### config.mk
export PLATFORM = sky130hd
export DESIGN_NAME = lsu_exec
export DESIGN_NICKNAME = d
export VERILOG_FILES = /design/src/rtl/lsu_exec.sv
export SDC_FILE = /design/constraint.sdc
export NUM_CORES = 1
export LEC_CHECK = 0
export BUFFER_PORTS_ARGS = -buffer_cell sky130_fd_sc_hd__buf_2
export CAP_MARGIN = 15
export CORE_AREA = 2 2 151 153
export CTS_CLUSTER_DIAMETER = 80
export DETAILED_ROUTE_END_ITERATION = 8
export DIE_AREA = 0 0 153 155
export GPL_ROUTABILITY_DRIVEN = 0
export PLACE_DENSITY = 0.94
export SKIP_CTS_REPAIR_TIMING = 1
export SLEW_MARGIN = 20
export SYNTH_ARGS = -nofsm -noshare
export SYNTH_HDL_FRONTEND = slang
export SYNTH_SLANG_ARGS = --single-unit
### constraint.sdc
create_clock -name clk -period 4.1 [get_ports clk]
set_input_delay 0.205 -clock clk [delete_from_list [all_inputs] [get_ports clk]]
set_output_delay 0.205 -clock clk [all_outputs]
set_load 0.05 [all_outputs]
### src/rtl/lsu_exec.sv
// Load/store execution unit: takes uops from issue, runs them on a req/gnt/rvalid data bus,
// returns load results to writeback/forwarding and reports misaligned and bus-timeout exceptions.
package lsu_exec_pkg;
    typedef struct packed {
        logic [6:0]  opcode;
        logic [2:0]  funct3;
        logic [4:0]  rd;
        logic [31:0] imm;
    } uop_t;

    localparam logic [6:0] OPC_LOAD  = 7'b0000011;
    localparam logic [6:0] OPC_STORE = 7'b0100011;
endpackage

module lsu_exec
    import lsu_exec_pkg::*;
#(
    parameter int TIMEOUT_CYC = 64
) (
    input  logic        clk,
    input  logic        rst_n,
    input  logic        i_flush,
    input  logic        i_valid,
    input  uop_t        i_uop,
    input  logic [31:0] i_pc,
    input  logic [31:0] i_addr_base,
    input  logic [31:0] i_store_data,
    output logic        o_stall,
    output logic        o_dmem_req,
    output logic        o_dmem_we,
    output logic [31:0] o_dmem_addr,
    output logic [3:0]  o_dmem_be,
    output logic [31:0] o_dmem_wdata,
    input  logic        i_dmem_gnt,
    input  logic        i_dmem_rvalid,
    input  logic [31:0] i_dmem_rdata,
    output logic        o_wb_valid,
    output logic [4:0]  o_wb_rd,
    output logic [31:0] o_wb_data,
    output logic        o_fwd_valid,
    output logic [4:0]  o_fwd_rd,
    output logic [31:0] o_fwd_data,
    output logic        o_exc_valid,
    output logic [1:0]  o_exc_cause,
    output logic [31:0] o_exc_pc,
    output logic [31:0] o_exc_addr
);
    typedef enum logic [1:0] {ST_IDLE, ST_REQ, ST_WAIT} state_t;

    localparam int            CW       = $clog2(TIMEOUT_CYC);
    localparam logic [CW-1:0] CNT_LAST = CW'(TIMEOUT_CYC - 1);

    state_t        state_q, state_d;
    logic [CW-1:0] cnt_q;
    logic          is_load_q, killed_q;
    logic [2:0]    f3_q;
    logic [4:0]    rd_q;
    logic [31:0]   pc_q, ea_q;
    logic          we_q;
    logic [3:0]    be_q;
    logic [31:0]   wdata_q;
    logic          wb_valid_q, exc_valid_q;
    logic [4:0]    wb_rd_q;
    logic [31:0]   wb_data_q, exc_pc_q, exc_addr_q;
    logic [1:0]    exc_cause_q;

    logic [31:0] ea, wdata_new, shifted, load_val;
    logic [3:0]  be_new;
    logic        dec_load, dec_store, misaligned, accept, go_req;
    logic        load_done, timeout, killed_now;

    // Decode of the offered uop
    always_comb begin
        ea         = i_addr_base + i_uop.imm;
        dec_load   = 1'b0;
        dec_store  = 1'b0;
        be_new     = 4'hF;
        wdata_new  = i_store_data;
        if (i_uop.opcode == OPC_LOAD) begin
            case (i_uop.funct3)
                3'b000, 3'b001, 3'b010, 3'b100, 3'b101: dec_load = 1'b1;
                default:                                dec_load = 1'b0;
            endcase
        end
        if (i_uop.opcode == OPC_STORE) begin
            dec_store = (i_uop.funct3 == 3'b000) || (i_uop.funct3 == 3'b001) || (i_uop.funct3 == 3'b010);
        end
        misaligned = ((i_uop.funct3[1:0] == 2'b01) && ea[0]) ||
                     ((i_uop.funct3[1:0] == 2'b10) && (ea[1:0] != 2'b00));
        if (dec_store) begin
            case (i_uop.funct3[1:0])
                2'b00: begin
                    be_new    = 4'b0001 << ea[1:0];
                    wdata_new = {4{i_store_data[7:0]}};
                end
                2'b01: begin
                    be_new    = 4'b0011 << ea[1:0];
                    wdata_new = {2{i_store_data[15:0]}};
                end
                default: begin
                    be_new    = 4'hF;
                    wdata_new = i_store_data;
                end
            endcase
        end
        accept = (state_q == ST_IDLE) && i_valid && !i_flush && (dec_load || dec_store);
        go_req = accept && !misaligned;
    end

    // Bus-side events and load extraction
    always_comb begin
        killed_now = killed_q || i_flush;
        load_done  = ((state_q == ST_REQ) && i_dmem_gnt && is_load_q && i_dmem_rvalid) ||
                     ((state_q == ST_WAIT) && i_dmem_rvalid);
        timeout    = (cnt_q == CNT_LAST) &&
                     (((state_q == ST_REQ) && !i_dmem_gnt && !i_flush) ||
                      ((state_q == ST_WAIT) && !i_dmem_rvalid));
        shifted    = i_dmem_rdata >> {ea_q[1:0], 3'b000};
        case (f3_q)
            3'b000:  load_val = {{24{shifted[7]}}, shifted[7:0]};
            3'b100:  load_val = {24'h0, shifted[7:0]};
            3'b001:  load_val = {{16{shifted[15]}}, shifted[15:0]};
            3'b101:  load_val = {16'h0, shifted[15:0]};
            default: load_val = shifted;
        endcase
    end

    always_ff @(posedge clk or negedge rst_n) begin
        if (!rst_n) begin
            state_q <= ST_IDLE;
        end else begin
            state_q <= state_d;
        end
    end

    always_comb begin
        state_d = state_q;
        case (state_q)
            ST_IDLE: begin
                if (go_req) state_d = ST_REQ;
            end
            ST_REQ: begin
                if (i_dmem_gnt) begin
                    state_d = (is_load_q && !i_dmem_rvalid) ? ST_WAIT : ST_IDLE;
                end else if (i_flush || timeout) begin
                    state_d = ST_IDLE;
                end
            end
            ST_WAIT: begin
                if (i_dmem_rvalid || timeout) state_d = ST_IDLE;
            end
            default: state_d = ST_IDLE;
        endcase
    end

    always_comb begin
        o_stall    = (state_q != ST_IDLE);
        o_dmem_req = (state_q == ST_REQ);
    end

    always_ff @(posedge clk or negedge rst_n) begin
        if (!rst_n) begin
            cnt_q       <= '0;
            is_load_q   <= 1'b0;
            killed_q    <= 1'b0;
            f3_q        <= 3'b000;
            rd_q        <= 5'd0;
            pc_q        <= 32'h0;
            ea_q        <= 32'h0;
            we_q        <= 1'b0;
            be_q        <= 4'h0;
            wdata_q     <= 32'h0;
            wb_valid_q  <= 1'b0;
            wb_rd_q     <= 5'd0;
            wb_data_q   <= 32'h0;
            exc_valid_q <= 1'b0;
            exc_cause_q <= 2'b00;
            exc_pc_q    <= 32'h0;
            exc_addr_q  <= 32'h0;
        end else begin
            wb_valid_q <= load_done && !killed_now;
            if (load_done && !killed_now) begin
                wb_rd_q   <= rd_q;
                wb_data_q <= load_val;
            end
            exc_valid_q <= 1'b0;
            if (accept && misaligned) begin
                exc_valid_q <= 1'b1;
                exc_cause_q <= dec_store ? 2'b10 : 2'b01;
                exc_pc_q    <= i_pc;
                exc_addr_q  <= ea;
            end else if (timeout && !killed_now) begin
                exc_valid_q <= 1'b1;
                exc_cause_q <= 2'b11;
                exc_pc_q    <= pc_q;
                exc_addr_q  <= ea_q;
            end
            if (go_req) begin
                is_load_q <= dec_load;
                killed_q  <= 1'b0;
                f3_q      <= i_uop.funct3;
                rd_q      <= i_uop.rd;
                pc_q      <= i_pc;
                ea_q      <= ea;
                we_q      <= dec_store;
                be_q      <= be_new;
                wdata_q   <= wdata_new;
            end else if ((state_q != ST_IDLE) && i_flush) begin
                killed_q <= 1'b1;
            end
            // Counter restarts on entry to REQ and on the REQ->WAIT hop
            if (go_req || ((state_q == ST_REQ) && (state_d == ST_WAIT))) begin
                cnt_q <= '0;
            end else if (state_q != ST_IDLE) begin
                cnt_q <= cnt_q + 1'b1;
            end
        end
    end

    assign o_dmem_we    = we_q;
    assign o_dmem_addr  = {ea_q[31:2], 2'b00};
    assign o_dmem_be    = be_q;
    assign o_dmem_wdata = wdata_q;
    assign o_wb_valid   = wb_valid_q;
    assign o_wb_rd      = wb_rd_q;
    assign o_wb_data    = wb_data_q;
    assign o_fwd_valid  = wb_valid_q && (wb_rd_q != 5'd0);
    assign o_fwd_rd     = wb_rd_q;
    assign o_fwd_data   = wb_data_q;
    assign o_exc_valid  = exc_valid_q && !i_flush;
    assign o_exc_cause  = exc_cause_q;
    assign o_exc_pc     = exc_pc_q;
    assign o_exc_addr   = exc_addr_q;
endmodule

==> results of run 1 <==
[power groups by stage]
| stage | clock network, mW | logic, mW | registers [mW] |
|---|---|---|---|
| after floorplan | 0 | 0.617 | 2.61 |
| after global placement | 0 | 1.11 | 2.41 |
| after detailed placement | 0 | 1.13 | 2.42 |
| after CTS | 2.34 | 1.14 | 2.38 |
| after global routing | 2.44 | 1.29 | 2.39 |
| final | 2.32 | 1.21 | 2.38 |
[cell type report]
type | count | area (um^2)
Tap cell | 285 | 356.6
Inverter | 13 | 48.80
Sequential cell | 224 | 5605
Fill cell | 1558 | 7062
Clock inverter | 14 | 168.9
Timing Repair Buffer | 472 | 2773
Multi-Input combinational cell | 934 | 5532
Clock buffer | 32 | 681.9
[flip-flops by register name, indices dropped and copies added (netlist names)]
register and cells:
ea_q 32, o_dmem_wdata 32, o_exc_addr 32, o_exc_pc 32, o_fwd_data 32, pc_q 32
cnt_q 6, o_fwd_rd 5, rd_q 5, o_dmem_be 4, f3_q 3, o_exc_cause 2
state_q 2, exc_valid_q 1, is_load_q 1, killed_q 1, o_dmem_we 1, o_wb_valid 1
[placed cells by master, fill, tap and decap left out, drive strengths merged, types with 16 or more instances in the layout]
cell and n:
a211oi 23, a21o 16, a21oi 81, a22oi 44
and3 20, buf 410, clkbuf 32, dfrtp 224
dlygate4sd3 62, ha 32, inv 16, mux2 19
mux2i 32, nand2 320, nor2 87, nor2b 23
o21ai 82, xor2 19
[stage by stage]
stage / hold WS (ns) / instance area (um^2) / setup slack, ns
final: -0.02473 / 15170 / 0.8491
after global placement: 0.3859 / 13670 / 1.328
after CTS: -0.1442 / 14520 / 1.304
after global routing: 0.004743 / 15170 / 0.7401
after detailed placement: 0.4049 / 13670 / 1.203
after floorplan: -0.09059 / 12040 / 1.509
[worst max-delay path: stages (launching register included)]
cell           delay (ns)
dfrtp_1              0.39
or2_1                0.38
nor3b_2              0.35
nand3_1              0.25
nor2_4               0.65
buf_4                0.35
nor2_1               0.07
a31oi_1              0.16
dlygate4sd3_1        0.58
[worst paths after layout]
path,start,end,slack (ns)
hold / removal,i_dmem_rdata[30],o_fwd_data[30],-0.02
hold reg to reg,o_exc_addr[0],o_exc_addr[0],0.46
max in group asynchronous,rst_n,o_exc_addr[31],3.15
setup reg to reg,state_q[1],o_dmem_wdata[22],0.85
min in group asynchronous,rst_n,o_dmem_wdata[16],0.15
setup / recovery,state_q[1],o_dmem_wdata[22],0.85
[per-layer routing]
| layer | global-route usage, % | vias up | share of wire, % |
|---|---|---|---|
| met5 | 0 | - | 0 |
| met4 | 11.95 | 0 | 4.6 |
| met3 | 5.543 | 140 | 8.7 |
| met2 | 46.34 | 702 | 49 |
| met1 | 34.44 | 5538 | 38 |
| li1 | - | 5164 | - |
[kinds of logic after synthesis]
kind of cell             after synthesis  synth area share, %
adder cells (fa/ha/maj)               33                3.493
AO/OA/AOI/OAI                        314                17.44
flip-flops                           224                46.58
XOR/XNOR                              33                2.402
AND/OR/NAND/NOR                      501                17.89
multiplexers                          51                4.440
other                                  1              0.03116
buffers and inverters                156                7.725
==> impl_results.md, run 1 <==
* Yosys top cell by area: dfrtp_1
* Crit Path Category: reg2reg
* Combinational group share of total power at 20.5%
* Peak supply drop at 0.0003434 V
* Worst Skew at 0.01841 ns
* Startpoint types: flip-flop
* Cell internal pwr at 4.070 mW
* Overall power at 5.912 mW
* Drc violations at 0
* Core ar. at 22230 um^2
* Final nets at 1884
* Yosys reg bits at 224
* Mapped Avg Cell Area at 9.165 um^2
* Top post-synthesis cells by count: nand2_1, dfrtp_1, nor2_1
* Psw at 1.842 mW
* Pre-antenna DRT Iters at 6
* Initial antenna violation count at 0
* Power density cells at 389.8 nW/um^2
* Full die area at 23720 um^2
* Clock root buffer: clkbuf_16
* Vias per std cell at 5.848
* Slew @ Worst Pin at 0.8861 ns
* Worst min path class: in2reg
* # diodes at 0
* Clk_lat worst skew at 0.53 ns
* Post-DRT Antenna Nets at 0
* Final hold violations at 3
* Starting Density at 54.14%
* Seq pwr share at 40.3%
* Share of the synthesized area in the top cell type at 46.58%
* Seq/Total Area, Yosys at 46.58%
* Run status: finished, violations left
* Post-Syn Area at 12030 um^2
* Switching part of the total at 31.16%
* Global-route wire length before repair at 53420 um
* Max-cap violations at 0
* Post-synth EDFFs at 0
* Total clock sinks at 224
* Die X at 153 um
* H-Tree Depth at 1
* Fin crit period at 3.251 ns
* RSZ-0062 raised after global routing: no
* Cells after Synth at 1313
* Total gr overflow at 0
* Final setup viols at 0
* Cell Count, Final, Fillers Out at 1974
* Clock network fraction of total power at 39.2%
* FMAX at 307.6 MHz
* Clock-pin slew on the worst setup and hold paths at 0.07 ns
* WHS at -0.02473 ns
* Std-Cell Rows at 55
* Cell variety after synth at 79
* YS warnings at 0
* Max FO, Critical Path at 33
* Synth top area cells: dfrtp_1, nand2_1, buf_4, ha_1, a21oi_1
* R2R cell count at 8
* 1st-iter DRT viols at 1037
* CTS tree: built
* Dpl cells at 1865
* Most numerous cell in the Yosys netlist: nand2_1
* Area growth syn-to-layout at 26.02%
* LEAKAGE at 8.158 nW
* Final setup TNS at 0 ns
* CP Capture Type: flip-flop
* DP HPWL at 24480 um
* Worst rel slew slack at 40.49%
* Hold path depth at 3
* Max clock buf depth at 3
* Average wire per standard cell at 18.69 um
* WL final at 36890 um
* Failing checks: hold timing
* Prevailing post-synth register cell: dfrtp_1
* CP arrival at 3.70 ns
* Vias at 11540
* GRT Total Usage at 27.42%
* Layout Utilization at 68.23%
* Ratio of cells with drive above 1 in the final layout at 30.08%
* Asr flop ratio synth at 100.0%
* Largest net degree at the start of global routing at 134
* Tcrit/Tclk final at 79.29%
* Worst EP required at 4.55 ns
* CTS Buf Count at 25
* Die height at 155 um
* Vias in the first global route at 10560
* Max Slew Vio Count at 0
* Io pins at 395
* IO Port Bufs at 392
(Power assumes the default switching activity.)
==> run 2, diff against run 1 <==
Settings changed: CORE_AREA 2 2 151 153 to unset, CORE_UTILIZATION set to 47, DIE_AREA 0 0 153 155 to unset, PLACE_DENSITY 0.94 to 0.87.
Clock period 4.1 ns to 2.79 ns, I/O delays scaled along.
==> impl_results.md, run 2 (synthesis results as in run 1) <==
* Run status: finished, violations left
* Failing checks: hold timing
* Worst EP required at 3.23 ns (-1.32 ns)
* CP Capture Type: flip-flop
* CTS tree: built
* Dpl cells at 1920 (+2.9%)
* Max FO, Critical Path at 31 (-6.1%)
* H-Tree Depth at 1 (unchanged)
* Worst rel slew slack at 49.87% (+9.4 points)
* Most frequent cells in the layout: buf_2, nand2_1, dfrtp_1, nor2_1, dlygate4sd3_1
* Drc violations at 0 (unchanged)
* Core ar. at 25180 um^2 (+13%)
* Slew @ Worst Pin at 0.7519 ns (-0.1342 ns)
* DP Area at 13870 um^2 (+1.5%)
* Startpoint types: flip-flop
* Total gr overflow at 0 (unchanged)
* Max clock buf depth at 3 (unchanged)
* FMAX at 372.7 MHz (+21%)
* Vias per std cell at 5.558 (-5.0%)
* Initial antenna violation count at 0 (unchanged)
* Vias at 11360 (-1.6%)
* Full die area at 26250 um^2 (+11%)
* CP arrival at 3.12 ns (-0.58 ns)
* WHS at -0.02630 ns (-0.001578 ns)
* Pre-antenna DRT Iters at 6 (unchanged)
* DP HPWL at 24500 um (about the same)
* Final WS setup at 0.1072 ns (-0.7419 ns)
* Clock root buffer: clkbuf_16
* Max-cap violations at 0 (unchanged)
* Tcrit/Tclk final at 96.16% (+17 points)
* Crit-path max cell delay at 0.58 ns (-0.07 ns)
* Post-DRT Antenna Nets at 0 (unchanged)
* Area growth syn-to-layout at 29.05%
* 1st-iter DRT viols at 1118 (+7.8%)
* Average wire per standard cell at 17.76 um (-4.9%)
* Filler Cell Count at 1955 (+25%)
* # diodes at 0 (unchanged)
* Critical Path Slowest Stage Cell: dlygate4sd3_1
* Worst min path class: in2reg
* Overall power at 8.678 mW (+47%)
* Max Slew Vio Count at 0 (unchanged)
* Clock-pin slew on the worst setup and hold paths at 0.06 ns (about the same)
* Final hold violations at 4 (+1)
* Number of buffers and inverters on the critical path at 2 (unchanged)
* IO Port Bufs at 392 (unchanged)
* Total clock sinks at 224 (unchanged)
* Vias in the first global route at 10590 (+0.32%)
* Largest net degree at the start of global routing at 83 (-38%)
* Dpl ws at 0.2460 ns (-0.9571 ns)
* Peak supply drop at 0.0003965 V (+15%)
* Starting Density at 47.79% (-6.4 points)
* Crit-path leading delay family: simple AND/OR/NAND/NOR gates
* CTS Buf Count at 25 (unchanged)
* Worst Skew at 0.01332 ns (-0.005086 ns)
* Ratio of cells with drive above 1 in the final layout at 30.11% (about the same)
* Global-route wire length before repair at 54160 um (+1.4%)
* LEAKAGE at 8.296 nW (+1.7%)
* Final setup viols at 0 (unchanged)
* Power density cells at 558.8 nW/um^2 (+43%)
* CP cell instances: or2_1 -> nor3b_2 -> nand3_1 -> nor2_4 -> buf_4 -> nor2_1 -> a31oi_1 -> dlygate4sd3_1
* Crit Path Category: reg2reg
* WL final at 36310 um (-1.6%)
* Cell Count, Final, Fillers Out at 2044 (+3.5%)
* Clk_lat worst skew at 0.51 ns (-0.02 ns)
* Std-Cell Rows at 58 (+5.5%)
* Fin crit period at 2.683 ns (-0.5681 ns)
* Die X at 162.0 um (+5.9%)
* Final nets at 1912 (+1.5%)
* Most common cell after layout, fill and taps aside: buf_2
* GRT Total Usage at 25.53% (-1.9 points)
* Io pins at 395 (unchanged)
* Die height at 162.0 um (+4.5%)
* Layout Cell Area excl Fill at 15530 um^2 (+2.4%)
==> run 2: layer usage <==
| metal | vias to the layer above | track usage [%] | part of all wire, % |
|---|---|---|---|
| met1 | 5454 | 33.39 | 40 |
| met5 | - | 0 | 0 |
| li1 | 5217 | - | - |
| met3 | 109 | 4.162 | 7.6 |
| met4 | 0 | 10.12 | 3.6 |
| met2 | 580 | 42.29 | 49 |
==> run 2: metrics by stage <==
step / util [%] / TNS, ns
2_1_floorplan: - / 0
3_3_place_gp: 55.09 / 0
3_5_place_dp: 55.09 / 0
4_1_cts: 58.45 / 0
5_1_grt: 61.67 / -0.02208
6_report: 61.67 / 0
==> run 2: final cells by class <==
class / count / area (um^2) / share of cell area [%]
tap: 330 / 412.9 / 2.659
sequential: 224 / 5605 / 36.09
timing repair buffer: 500 / 3085 / 19.87
multi-input combinational: 934 / 5532 / 35.62
clock inverter: 10 / 130.1 / 0.8379
inverter: 13 / 48.80 / 0.3142
clock buffer: 33 / 715.7 / 4.608
==> run 2: worst reg2reg max path, delay by kind of cell (launching register included) <==
| kind | cells | cell delay, ns |
|---|---|---|
| AND/OR/NAND/NOR | 5 | 1.19 |
| buffers and inverters | 2 | 0.89 |
| flip-flops | 1 | 0.38 |
| AO/OA/AOI/OAI | 1 | 0.15 |
==> run 2: report_power, final <==
part | internal [mW] | leakage (nW) | switching, mW
logic | 0.586 | 4.83 | 1.20
clock network | 2.07 | 0.416 | 1.33
registers | 3.39 | 3.05 | 0.105
total | 6.05 | 8.30 | 2.63
==> run 2: final timing paths <==
| check | from | endpoint | slack (ns) | depth (start not counted) |
|---|---|---|---|---|
| worst max register to register | state_q[1] | o_dmem_wdata[23] | 0.11 | 8 |
| worst min register to register | o_exc_pc[29] | o_exc_pc[29] | 0.46 | 2 |
| max in group asynchronous | rst_n | o_exc_pc[0] | 1.74 | 3 |
| min in group asynchronous | rst_n | o_dmem_wdata[3] | 0.26 | 2 |
| worst min-delay path | i_store_data[27] | o_dmem_wdata[27] | -0.03 | 4 |
| worst max-delay path | state_q[1] | o_dmem_wdata[23] | 0.11 | 8 |
